[config.mk]
export PLATFORM = sky130hd
export DESIGN_NAME = apb_gpio_multi_flat
export DESIGN_NICKNAME = d
export VERILOG_FILES = /design/src/rtl/apb_gpio_multi_if.sv /design/src/rtl/apb_gpio_multi.sv /design/src/flat_wrapper.sv
export SDC_FILE = /design/constraint.sdc
export NUM_CORES = 1
export LEC_CHECK = 0
export ABC_CLOCK_PERIOD_IN_PS = 2200
export CAP_MARGIN = 25
export CELL_PAD_IN_SITES_DETAIL_PLACEMENT = 2
export CELL_PAD_IN_SITES_GLOBAL_PLACEMENT = 2
export CORE_MARGIN = 2
export CORE_UTILIZATION = 32
export DETAILED_ROUTE_END_ITERATION = 16
export PLACE_DENSITY = 0.84
export RECOVER_POWER = 100
export SETUP_SLACK_MARGIN = 0.2
export SYNTH_ARGS = -nofsm -noshare
export SYNTH_HDL_FRONTEND = slang
export SYNTH_SLANG_ARGS = --single-unit
[constraint.sdc]
create_clock -name clk -period 2.2 [get_ports clk]
set_clock_uncertainty 0.15 [all_clocks]
set_input_delay 0.44 -clock clk [delete_from_list [all_inputs] [get_ports clk]]
set_output_delay 0.44 -clock clk [all_outputs]
set_load 0.005 [all_outputs]
[src/rtl/apb_gpio_multi_if.sv]
// APB bus bundle for apb_gpio_multi.
// Handshake: the master holds sel/write/addr/wData stable from setup until the
// cycle after ready; ready is high for exactly one cycle per transfer, and
// rData/subErr are only meaningful while ready is high (0 otherwise).
interface apb_gpio_multi_if #(
   parameter int AddrWidth = 8,
   parameter int DataWidth = 32
);
   logic                 sel;
   logic                 enable;
   logic                 write;
   logic [AddrWidth-1:0] addr;
   logic [DataWidth-1:0] wData;
   logic [DataWidth-1:0] rData;
   logic                 ready;
   logic                 subErr;

   modport master (
      output sel, enable, write, addr, wData,
      input  rData, ready, subErr
   );

   modport slave (
      input  sel, enable, write, addr, wData,
      output rData, ready, subErr
   );
endinterface

[src/rtl/apb_gpio_multi.sv]
// Multi-port APB GPIO: per-port OUT/DIR, atomic SET/CLR/TGL, synchronised
// inputs, rise/fall edge capture into W1C STATUS, level irq, registered
// one-wait-state APB response.
module apb_gpio_multi #(
   parameter int NumPorts   = 2,
   parameter int PortWidth  = 16,
   parameter int DataWidth  = 32,
   parameter int AddrWidth  = 8,
   parameter int SyncStages = 2
) (
   input  logic                            clk,
   input  logic                            reset,
   apb_gpio_multi_if.slave                 bus,
   input  logic [NumPorts*PortWidth-1:0]   pin_in,
   output logic [NumPorts*PortWidth-1:0]   pin_out,
   output logic [NumPorts*PortWidth-1:0]   pin_oe,
   output logic                            irq
);
   localparam int PinCount = NumPorts * PortWidth;
   localparam int IdxWidth = AddrWidth - 4;

   typedef logic [PortWidth-1:0] port_t;

   // per-port register file
   port_t out_q     [NumPorts];
   port_t dir_q     [NumPorts];
   port_t rise_en_q [NumPorts];
   port_t fall_en_q [NumPorts];
   port_t status_q  [NumPorts];

   // input synchroniser chain and edge history
   logic [PinCount-1:0] sync_q [SyncStages];
   logic [PinCount-1:0] sync_in;
   logic [PinCount-1:0] prev_q;

   // registered bus response
   logic                 ready_q;
   logic                 sub_err_q;
   logic [DataWidth-1:0] rdata_q;

   // address decode
   logic [3:0]          offset;
   logic [IdxWidth-1:0] port_idx;
   logic                port_ok;
   logic                acc_err;
   logic                start;
   logic                commit;
   port_t               wr_val;
   port_t               rd_val;
   logic [NumPorts-1:0] port_wr;
   port_t               status_clr [NumPorts];
   port_t               edge_d     [NumPorts];
   logic                unused_wdata;

   assign offset   = bus.addr[3:0];
   assign port_idx = bus.addr[AddrWidth-1:4];
   assign port_ok  = 32'(port_idx) < NumPorts;
   assign acc_err  = !port_ok || (offset > 4'd8) || (bus.write && (offset == 4'd2));
   // first access cycle: the edge ending it raises ready and loads the response
   assign start    = bus.sel & bus.enable & ~ready_q;
   // second access cycle: the edge ending it commits a write
   assign commit   = bus.sel & bus.enable & ready_q & bus.write & ~acc_err;
   assign wr_val   = bus.wData[PortWidth-1:0];
   // upper write-data bits are intentionally ignored
   assign unused_wdata = ^bus.wData;

   assign sync_in    = sync_q[SyncStages-1];
   assign bus.ready  = ready_q;
   assign bus.subErr = sub_err_q;
   assign bus.rData  = rdata_q;

   // per-port write strobes, W1C masks and qualified edge events
   always_comb begin
      port_wr = '0;
      for (int p = 0; p < NumPorts; p++) begin
         port_wr[p]    = commit && (port_idx == IdxWidth'(p));
         status_clr[p] = (port_wr[p] && (offset == 4'd8)) ? wr_val : '0;
         edge_d[p]     = (sync_in[p*PortWidth +: PortWidth] & ~prev_q[p*PortWidth +: PortWidth]
                          & rise_en_q[p])
                       | (~sync_in[p*PortWidth +: PortWidth] & prev_q[p*PortWidth +: PortWidth]
                          & fall_en_q[p]);
      end
   end

   // read data mux for the addressed port; IN mixes driven and sampled bits
   always_comb begin
      rd_val = '0;
      for (int p = 0; p < NumPorts; p++) begin
         if (port_idx == IdxWidth'(p)) begin
            case (offset)
               4'd0:    rd_val = out_q[p];
               4'd1:    rd_val = dir_q[p];
               4'd2:    rd_val = (dir_q[p] & out_q[p])
                               | (~dir_q[p] & sync_in[p*PortWidth +: PortWidth]);
               4'd6:    rd_val = rise_en_q[p];
               4'd7:    rd_val = fall_en_q[p];
               4'd8:    rd_val = status_q[p];
               default: rd_val = '0;
            endcase
         end
      end
   end

   // pad outputs and level interrupt straight from the flops
   always_comb begin
      irq = 1'b0;
      for (int p = 0; p < NumPorts; p++) begin
         pin_out[p*PortWidth +: PortWidth] = out_q[p];
         pin_oe[p*PortWidth +: PortWidth]  = dir_q[p];
         irq = irq | (|status_q[p]);
      end
   end

   // input synchroniser and one-cycle edge history
   always_ff @(posedge clk) begin
      if (reset) begin
         for (int s = 0; s < SyncStages; s++) sync_q[s] <= '0;
         prev_q <= '0;
      end else begin
         sync_q[0] <= pin_in;
         for (int s = 1; s < SyncStages; s++) sync_q[s] <= sync_q[s-1];
         prev_q <= sync_in;
      end
   end

   // register file updates; a new edge overrides a same-cycle W1C
   always_ff @(posedge clk) begin
      if (reset) begin
         for (int p = 0; p < NumPorts; p++) begin
            out_q[p]     <= '0;
            dir_q[p]     <= '0;
            rise_en_q[p] <= '0;
            fall_en_q[p] <= '0;
            status_q[p]  <= '0;
         end
      end else begin
         for (int p = 0; p < NumPorts; p++) begin
            if (port_wr[p]) begin
               case (offset)
                  4'd0:    out_q[p]     <= wr_val;
                  4'd1:    dir_q[p]     <= wr_val;
                  4'd3:    out_q[p]     <= out_q[p] | wr_val;
                  4'd4:    out_q[p]     <= out_q[p] & ~wr_val;
                  4'd5:    out_q[p]     <= out_q[p] ^ wr_val;
                  4'd6:    rise_en_q[p] <= wr_val;
                  4'd7:    fall_en_q[p] <= wr_val;
                  default: ;
               endcase
            end
            status_q[p] <= (status_q[p] & ~status_clr[p]) | edge_d[p];
         end
      end
   end

   // APB response: ready pulses on the second access cycle with rData/subErr
   always_ff @(posedge clk) begin
      if (reset) begin
         ready_q   <= 1'b0;
         sub_err_q <= 1'b0;
         rdata_q   <= '0;
      end else begin
         ready_q   <= start;
         sub_err_q <= start & acc_err;
         rdata_q   <= (start && !acc_err && !bus.write) ? DataWidth'(rd_val) : '0;
      end
   end
endmodule

[src/flat_wrapper.sv]
// flat-port wrapper written by rule: the top's interface ports become plain ports
module apb_gpio_multi_flat 
#(
   parameter int NumPorts   = 2,
   parameter int PortWidth  = 16,
   parameter int DataWidth  = 32,
   parameter int AddrWidth  = 8,
   parameter int SyncStages = 2
)
  (clk, reset, pin_in, pin_out, pin_oe, irq, bus_sel, bus_enable, bus_write, bus_addr, bus_wData, bus_rData, bus_ready, bus_subErr);
  apb_gpio_multi_if #(.AddrWidth(AddrWidth), .DataWidth(DataWidth)) bus_i ();
  input  logic clk;
  input  logic reset;
  input  logic [NumPorts*PortWidth-1:0] pin_in;
  output logic [NumPorts*PortWidth-1:0] pin_out;
  output logic [NumPorts*PortWidth-1:0] pin_oe;
  output logic irq;
  input wire logic [$bits(bus_i.sel)-1:0] bus_sel;
  input wire logic [$bits(bus_i.enable)-1:0] bus_enable;
  input wire logic [$bits(bus_i.write)-1:0] bus_write;
  input wire logic [$bits(bus_i.addr)-1:0] bus_addr;
  input wire logic [$bits(bus_i.wData)-1:0] bus_wData;
  output wire logic [$bits(bus_i.rData)-1:0] bus_rData;
  output wire logic [$bits(bus_i.ready)-1:0] bus_ready;
  output wire logic [$bits(bus_i.subErr)-1:0] bus_subErr;
  assign bus_i.sel = bus_sel;
  assign bus_i.enable = bus_enable;
  assign bus_i.write = bus_write;
  assign bus_i.addr = bus_addr;
  assign bus_i.wData = bus_wData;
  assign bus_rData = bus_i.rData;
  assign bus_ready = bus_i.ready;
  assign bus_subErr = bus_i.subErr;
  apb_gpio_multi #(.NumPorts(NumPorts), .PortWidth(PortWidth), .DataWidth(DataWidth), .AddrWidth(AddrWidth), .SyncStages(SyncStages)) u_core (.clk(clk), .reset(reset), .bus(bus_i), .pin_in(pin_in), .pin_out(pin_out), .pin_oe(pin_oe), .irq(irq));
endmodule
==> results.py, run 1 <==
metrics = {
    "worst_setup_path": {
        "cp-end-kind": "output port",
        "r2r_end": "u_core.fall_en_q[0][13]",
        "critical-path-slowest-cell": "nor4_1",
        "cp_data_required_time_ns": 1.61,
        "r2r_start": "u_core.bus.ready",
        "max_stage_delay_ns": 0.48,
        "worstSetupStartpoint": "u_core.status_q[0][28]",
        "reg2reg_depth": 6,
        "critPathKind": "reg -> out",
        "crit_chain": "nor4_1, buf_4, nand4_1, or2_4, buf_6",
        "crit_arrival_ns": 2.14,
        "reg2reg_slack_ns": -0.22,
        "setup.worst_path.start_class": "flop",
        "cp_max_fo": 2,
    },
    "timing": {
        "rsz0062_at_grt": "yes",
        "max_slew_margin_pct": 1.91,
        "hold_slack_ns": 0.0669,
        "worst_slack_ns": -0.528,
        "worst_pin_slew_ns": 1.47,
        "finalHoldViolCount": 0,
        "min_period_ns": 2.73,
        "drv_slew": 0,
        "period_share_pct": 124,
        "final-setup-viol-count": 284,
        "clock.fmax_mhz": 367,
    },
    "place": {
        "hpwlAfterDp_mm": 44.9,
        "gp_congestion": 0.931,
        "placed_area_um2": 16900,
        "dp_slack_ns": -0.825,
        "io_buffer_count": 143,
    },
    "logic_synthesis": {
        "synth-edff-count": 128,
        "ys_seq_area_share_pct": 51.1,
        "synthArstFlopShare_pct": 0,
        "ys_ff_latch": 274,
        "synth_top_area_cell": "edfxtp_1",
        "synth_area_leaders": "edfxtp_1 (29%), dfxtp_1 (22%), nor2b_1 (5.3%)",
        "synthCells": 1272,
        "synth_area_um2": 13200,
        "yosys_warnings": 0,
        "syn_avg_cell_area_um2": 10.4,
        "synth_top_area_share_pct": 29.0,
        "ys_types": 78,
        "synth_flop_cell": "dfxtp_1",
    },
    "floorplanning": {
        "die_x_um": 207,
        "fp.dieH_um": 207,
        "core_um2": 40800,
        "initial_core_util_pct": 32.4,
        "rows": 74,
        "die-area_um2": 43000,
        "pin_count": 176,
    },
    "min_path": {
        "whs_endpoint": "u_core.bus.subErr",
        "min_path_cells": 3,
        "hold_class": "in -> reg",
        "hp-start": "bus_addr[7]",
    },
    "route": {
        "wire_per_inst_um": 36.5,
        "drt_iter0_markers": 1625,
        "via_per_inst": 6.25,
        "vias": 13800,
        "drc": 0,
        "drt_pass1_iterations": 6,
        "postRouteAntennaNets": 0,
        "wirelength_mm": 80.6,
    },
    "cts": {
        "clock-sinks": 274,
        "cts_max_level": 1,
        "insertion_delay_ns": 0.60,
        "clk_path_buf_depth": 3,
        "cts_buffers": 31,
        "cts_tree": "built",
        "clk_pin_slew_ns": 0.07,
        "cts_hold_repair.buffers": 0,
        "clockRootBuffer": "clkbuf_16",
    },
    "power": {
        "powerDensity_nw_per_um2": 665,
        "ir_drop_v": 0.000621,
        "p_leak_nw": 7.64,
        "p_total_mw": 12.7,
    },
    "final_layout": {
        "utilization_pct": 46.8,
        "multi_input_area_um2": 6320,
        "areaGrowthSynthToFinish_pct": 44.5,
        "finalInstanceArea_um2": 19100,
        "fin_nets": 1762,
        "regArea_um2": 6770,
        "fillerInstances": 4119,
        "drive_above_1_share_pct": 29.3,
    },
    "status": {
        "status": "finished with violations",
        "violations": "negative setup slack",
    },
    "global_routing": {
        "grt_max_degree": 58,
        "grt_pass1_wl_mm": 106,
        "grtUsageTotal_pct": 33.5,
        "grt_overflow": 0,
        "grt_pass1_vias": 14700,
        "antenna_found_initial": 5,
    },
    "flow_run": {
        "drv_cap": 0,
    },
}
==> cell usage after synthesis (6+ instances only) <==
cell type and number:
o21a_1 16, inv_1 49, o21ai_0 69, a32o_1 16, o221ai_1 8, buf_4 22, nor2b_1 112, o22ai_1 6
a22oi_1 26, o211ai_1 6, nor2_1 63, edfxtp_1 128, ha_1 32, dfxtp_1 146, nor4_1 8, a32oi_1 21
a21oi_1 77, nand2_1 81, a31oi_1 16, a21o_1 23, clkbuf_1 53, nand2b_1 10, nor3_1 11, o221a_2 14
mux2i_1 34, nand3b_1 43, buf_2 27, o22a_2 16, and2_1 51
==> cell usage in the layout, fill, tap and decap left out, types with 16 or more instances in the layout <==
master / n
and2_1: 25
clkbuf_16: 39
dfxtp_1: 141
o21ai_0: 56
a32oi_1: 21
inv_1: 49
nand2_1: 80
nor2_1: 51
a22oi_1: 26
a31oi_1: 16
nand3b_1: 43
a21oi_1: 72
buf_12: 34
dlygate4sd2_1: 72
clkdlybuf4s50_1: 48
nor2b_1: 109
o22a_2: 16
edfxtp_1: 128
buf_6: 17
mux2i_1: 34
ha_1: 32
buf_4: 228
conb_1: 16
and2_4: 24
o21a_1: 16
a21o_1: 19
==> repair_timing <==
item	4_1_cts	5_1_grt
cloned	5	5
gates resized for setup	152	116
endpoints found under the setup margin	382	179
setup buffers	79	8
pin swaps	15	26
==> state kept, by name (all words and copies together) (netlist names), 16 cells and up, named ones only <==
name,cells
u_core.rise_en_q,32
u_core.fall_en_q,32
u_core.prev_q,32
u_core.bus.rData,16
u_core.status_q,32
u_core.sync_q,64
u_core.out_q,16
u_core.dir_q,32
==> cells by family (layout without fill, tap and decap cells) <==
group	Yosys count	after routing	synth area share (%)
adder cells (fa/ha/maj)	32	32	3.03
multiplexers	36	36	2.74
buffers and inverters	159	545	5.63
other	1	19	0.0283
AO/OA/AOI/OAI	348	348	18.4
XOR/XNOR	1	1	0.0662
AND/OR/NAND/NOR	421	424	18.9
flip-flops	274	274	51.1
==> area by class of cell <==
type                    count  share of cell area (%)
repair buffers            440                    21.7
well taps                 532                    3.48
inverters                  49                   0.962
diodes                      3                  0.0393
clock buffers              53                    5.29
flip-flops and latches    274                    35.4
clock inverters             3                  0.0851
multi-input cells         857                    33.0
==> metal layers <==
layer  track usage, %  up-vias  part of all wire [%]
li1                 -     5365                     -
met1             37.4     6853                    34
met2             56.4     1116                    46
met3             6.46      480                   9.0
met4             26.2        2                    10
met5                0        -                 0.014
==> power breakdown <==
group	internal [mW]	switching (mW)
Combinational	0.688	0.924
Sequential	5.49	0.165
Clock	3.10	2.35
==> stage by stage <==
step | std cells | setup TNS, ns
2_1_floorplan | 1287 | -0.650
3_3_place_gp | 2055 | -136.33
3_5_place_dp | 2055 | -185.93
4_1_cts | 2195 | -0.299
5_1_grt | 2208 | -23.24
6_report | 2211 | -27.79
==> critical path: cells and delay by family (launching register included) <==
kind	cells	cell delay, ns
buffers and inverters	2	0.34
AND/OR/NAND/NOR	3	0.86
flip-flops	1	0.35
==> worst max-delay path by stage <==
stage	endpoint
CTS	irq
global placement	u_core.out_q[0][14]
global route	irq
floorplan	u_core.out_q[0][10]
detailed placement	flop
finish	irq
(Power assumes the default switching activity.)
==> run 2: changes to the inputs <==
--- a/config.mk
+++ b/config.mk
@@ -5,10 +5,10 @@
 export SDC_FILE = /design/constraint.sdc
 export NUM_CORES = 1
 export LEC_CHECK = 0
-export ABC_CLOCK_PERIOD_IN_PS = 2200
 export CAP_MARGIN = 25
 export CELL_PAD_IN_SITES_DETAIL_PLACEMENT = 2
 export CELL_PAD_IN_SITES_GLOBAL_PLACEMENT = 2
+export CORE_ASPECT_RATIO = 0.8
 export CORE_MARGIN = 2
 export CORE_UTILIZATION = 32
 export DETAILED_ROUTE_END_ITERATION = 16
==> results.py, run 2 (synthesis results as in run 1) <==
metrics = {
    "floorplanning": {
        "die-area_um2": 43000,
        "core_um2": 40700,
        "fp.dieH_um": 186,
        "die_x_um": 231,
        "initial_core_util_pct": 32.5,
        "rows": 66,
        "pin_count": 176,
    },
    "final_layout": {
        "fillerInstances": 4223,
        "drive_above_1_share_pct": 25.5,
        "largest_register": "u_core.sync_q",
        "final_cell_mix": "buf_4 (220), dfxtp_1 (141), edfxtp_1 (128)",
        "fin_nets": 1740,
        "finalInstanceArea_um2": 18300,
        "largest_register_ffs": 64,
        "utilization_pct": 45.0,
        "areaGrowthSynthToFinish_pct": 38.4,
        "multi_input_area_um2": 6020,
        "final_common_cell": "buf_4",
        "diodes": 0,
        "regArea_um2": 6770,
    },
    "global_routing": {
        "antenna_found_initial": 1,
        "grt_pass1_vias": 14200,
        "grtUsageTotal_pct": 30.4,
        "met3_usage_pct": 4.29,
        "gr-usage-met1_pct": 36.7,
        "grt_use_met2_pct": 52.6,
        "grt_overflow": 0,
        "grt_most_used_layer": "met2",
        "grt_max_degree": 84,
        "grt_pass1_wl_mm": 95.7,
    },
    "timing": {
        "worst_pin_slew_ns": 1.06,
        "hold_slack_ns": 0.203,
        "drv_slew": 0,
        "rsz0062_at_grt": "yes",
        "min_period_ns": 2.57,
        "clock.fmax_mhz": 390,
        "max_slew_margin_pct": 29.1,
        "final-setup-viol-count": 116,
        "finalHoldViolCount": 0,
        "period_share_pct": 117,
        "worst_slack_ns": -0.367,
    },
    "place": {
        "dp_slack_ns": -0.719,
        "placed_area_um2": 16900,
        "io_buffer_count": 143,
        "gp_congestion": 0.886,
        "hpwlAfterDp_mm": 43.0,
    },
    "worst_setup_path": {
        "setup.worst_path.start_class": "flop",
        "r2r_start": "u_core.bus.ready",
        "cp_max_fo": 2,
        "cp_data_required_time_ns": 1.61,
        "reg2reg_depth": 6,
        "cp-end-kind": "output port",
        "critPathKind": "reg -> out",
        "r2r_end": "u_core.fall_en_q[0][30]",
        "reg2reg_slack_ns": -0.13,
        "crit_arrival_ns": 1.98,
    },
    "min_path": {
        "hold_class": "in -> reg",
        "min_path_cells": 4,
        "hp-start": "bus_addr[6]",
        "whs_endpoint": "u_core.bus.subErr",
    },
    "cts": {
        "clockRootBuffer": "clkbuf_16",
        "cts_hold_repair.buffers": 0,
        "cts_buffers": 29,
        "cts_tree": "built",
        "cts_max_level": 1,
        "clock-sinks": 274,
        "clk_pin_slew_ns": 0.07,
        "clk_path_buf_depth": 3,
        "insertion_delay_ns": 0.61,
    },
    "route": {
        "vias": 12900,
        "drc": 0,
        "postRouteAntennaNets": 0,
        "drt_iter0_markers": 1207,
        "wirelength_mm": 66.8,
        "wire_per_inst_um": 30.4,
        "drt_pass1_iterations": 5,
        "via_per_inst": 5.85,
    },
    "status": {
        "status": "finished with violations",
        "violations": "negative setup slack",
    },
    "power": {
        "powerDensity_nw_per_um2": 655,
        "ir_drop_v": 0.000592,
        "p_total_mw": 12.0,
        "p_leak_nw": 7.34,
    },
    "flow_run": {
        "drv_cap": 0,
    },
}
## run 2: cell types whose count changed in the layout (fill, tap and decap cells not counted), moves of 7 or more
cell,before,now
and2_1,25,51
and2_4,24,0
o221a_2,1,13
o221a_4,13,1
nor2_1,51,61
buf_12,34,25
clkbuf_16,39,30
buf_4,228,220
buf_6,17,10
clkbuf_2,6,13
clkbuf_8,9,2
nor2_2,11,4
## run 2: repair_timing
item	4_1_cts	5_1_grt
gates resized for setup	132	27
cloned	3	1
pin swaps	16	19
endpoints found under the setup margin	379	93
setup buffers	68	9
## run 2: worst max-delay path, stage by stage (launching register included)
cell     delay [ns]
dfxtp_1        0.36
nor4_2         0.28
buf_4          0.18
nand4_1        0.17
or2_4          0.28
buf_6          0.11
## run 2: report_power, final
part	switching, mW	total (mW)	internal [mW]
clock	2.28	4.92	2.64
combinational	0.789	1.43	0.643
sequential	0.153	5.64	5.49
## run 2: worst max-delay path by stage
stage | from | end | slack (ns) | depth (start not counted)
final | u_core.status_q[0][24] | irq | -0.37 | 5
after global routing | u_core.status_q[0][28] | irq | -0.37 | 5
after CTS | u_core.status_q[0][25] | irq | -0.32 | 5
after detailed placement | bus_addr[2] | flop | -0.72 | 5
after global placement | bus_addr[2] | flop | -0.62 | 8
after floorplan | bus_addr[4] | u_core.out_q[0][10] | -0.04 | 6
## run 2: routing by layer
layer,vias to the layer above,share of wire (%)
met1,6606,39
met2,725,49
met4,0,5.4
met5,-,0
met3,209,7.1
li1,5312,-
## run 2: final cells by class
class | count | area share (%)
clock buffer | 38 | 4.26
timing repair buffer | 421 | 20.4
clock inverter | 16 | 0.731
tap | 544 | 3.72
inverter | 49 | 1.00
multi-input combinational | 856 | 32.9
sequential | 274 | 37.0
## run 2: through the flow
stage	std cells	TNS (ns)
after floorplan	1287	-0.650
after global placement	2063	-150.06
after detailed placement	2063	-168.86
after CTS	2188	-0.318
after global routing	2198	-18.74
final	2198	-6.41
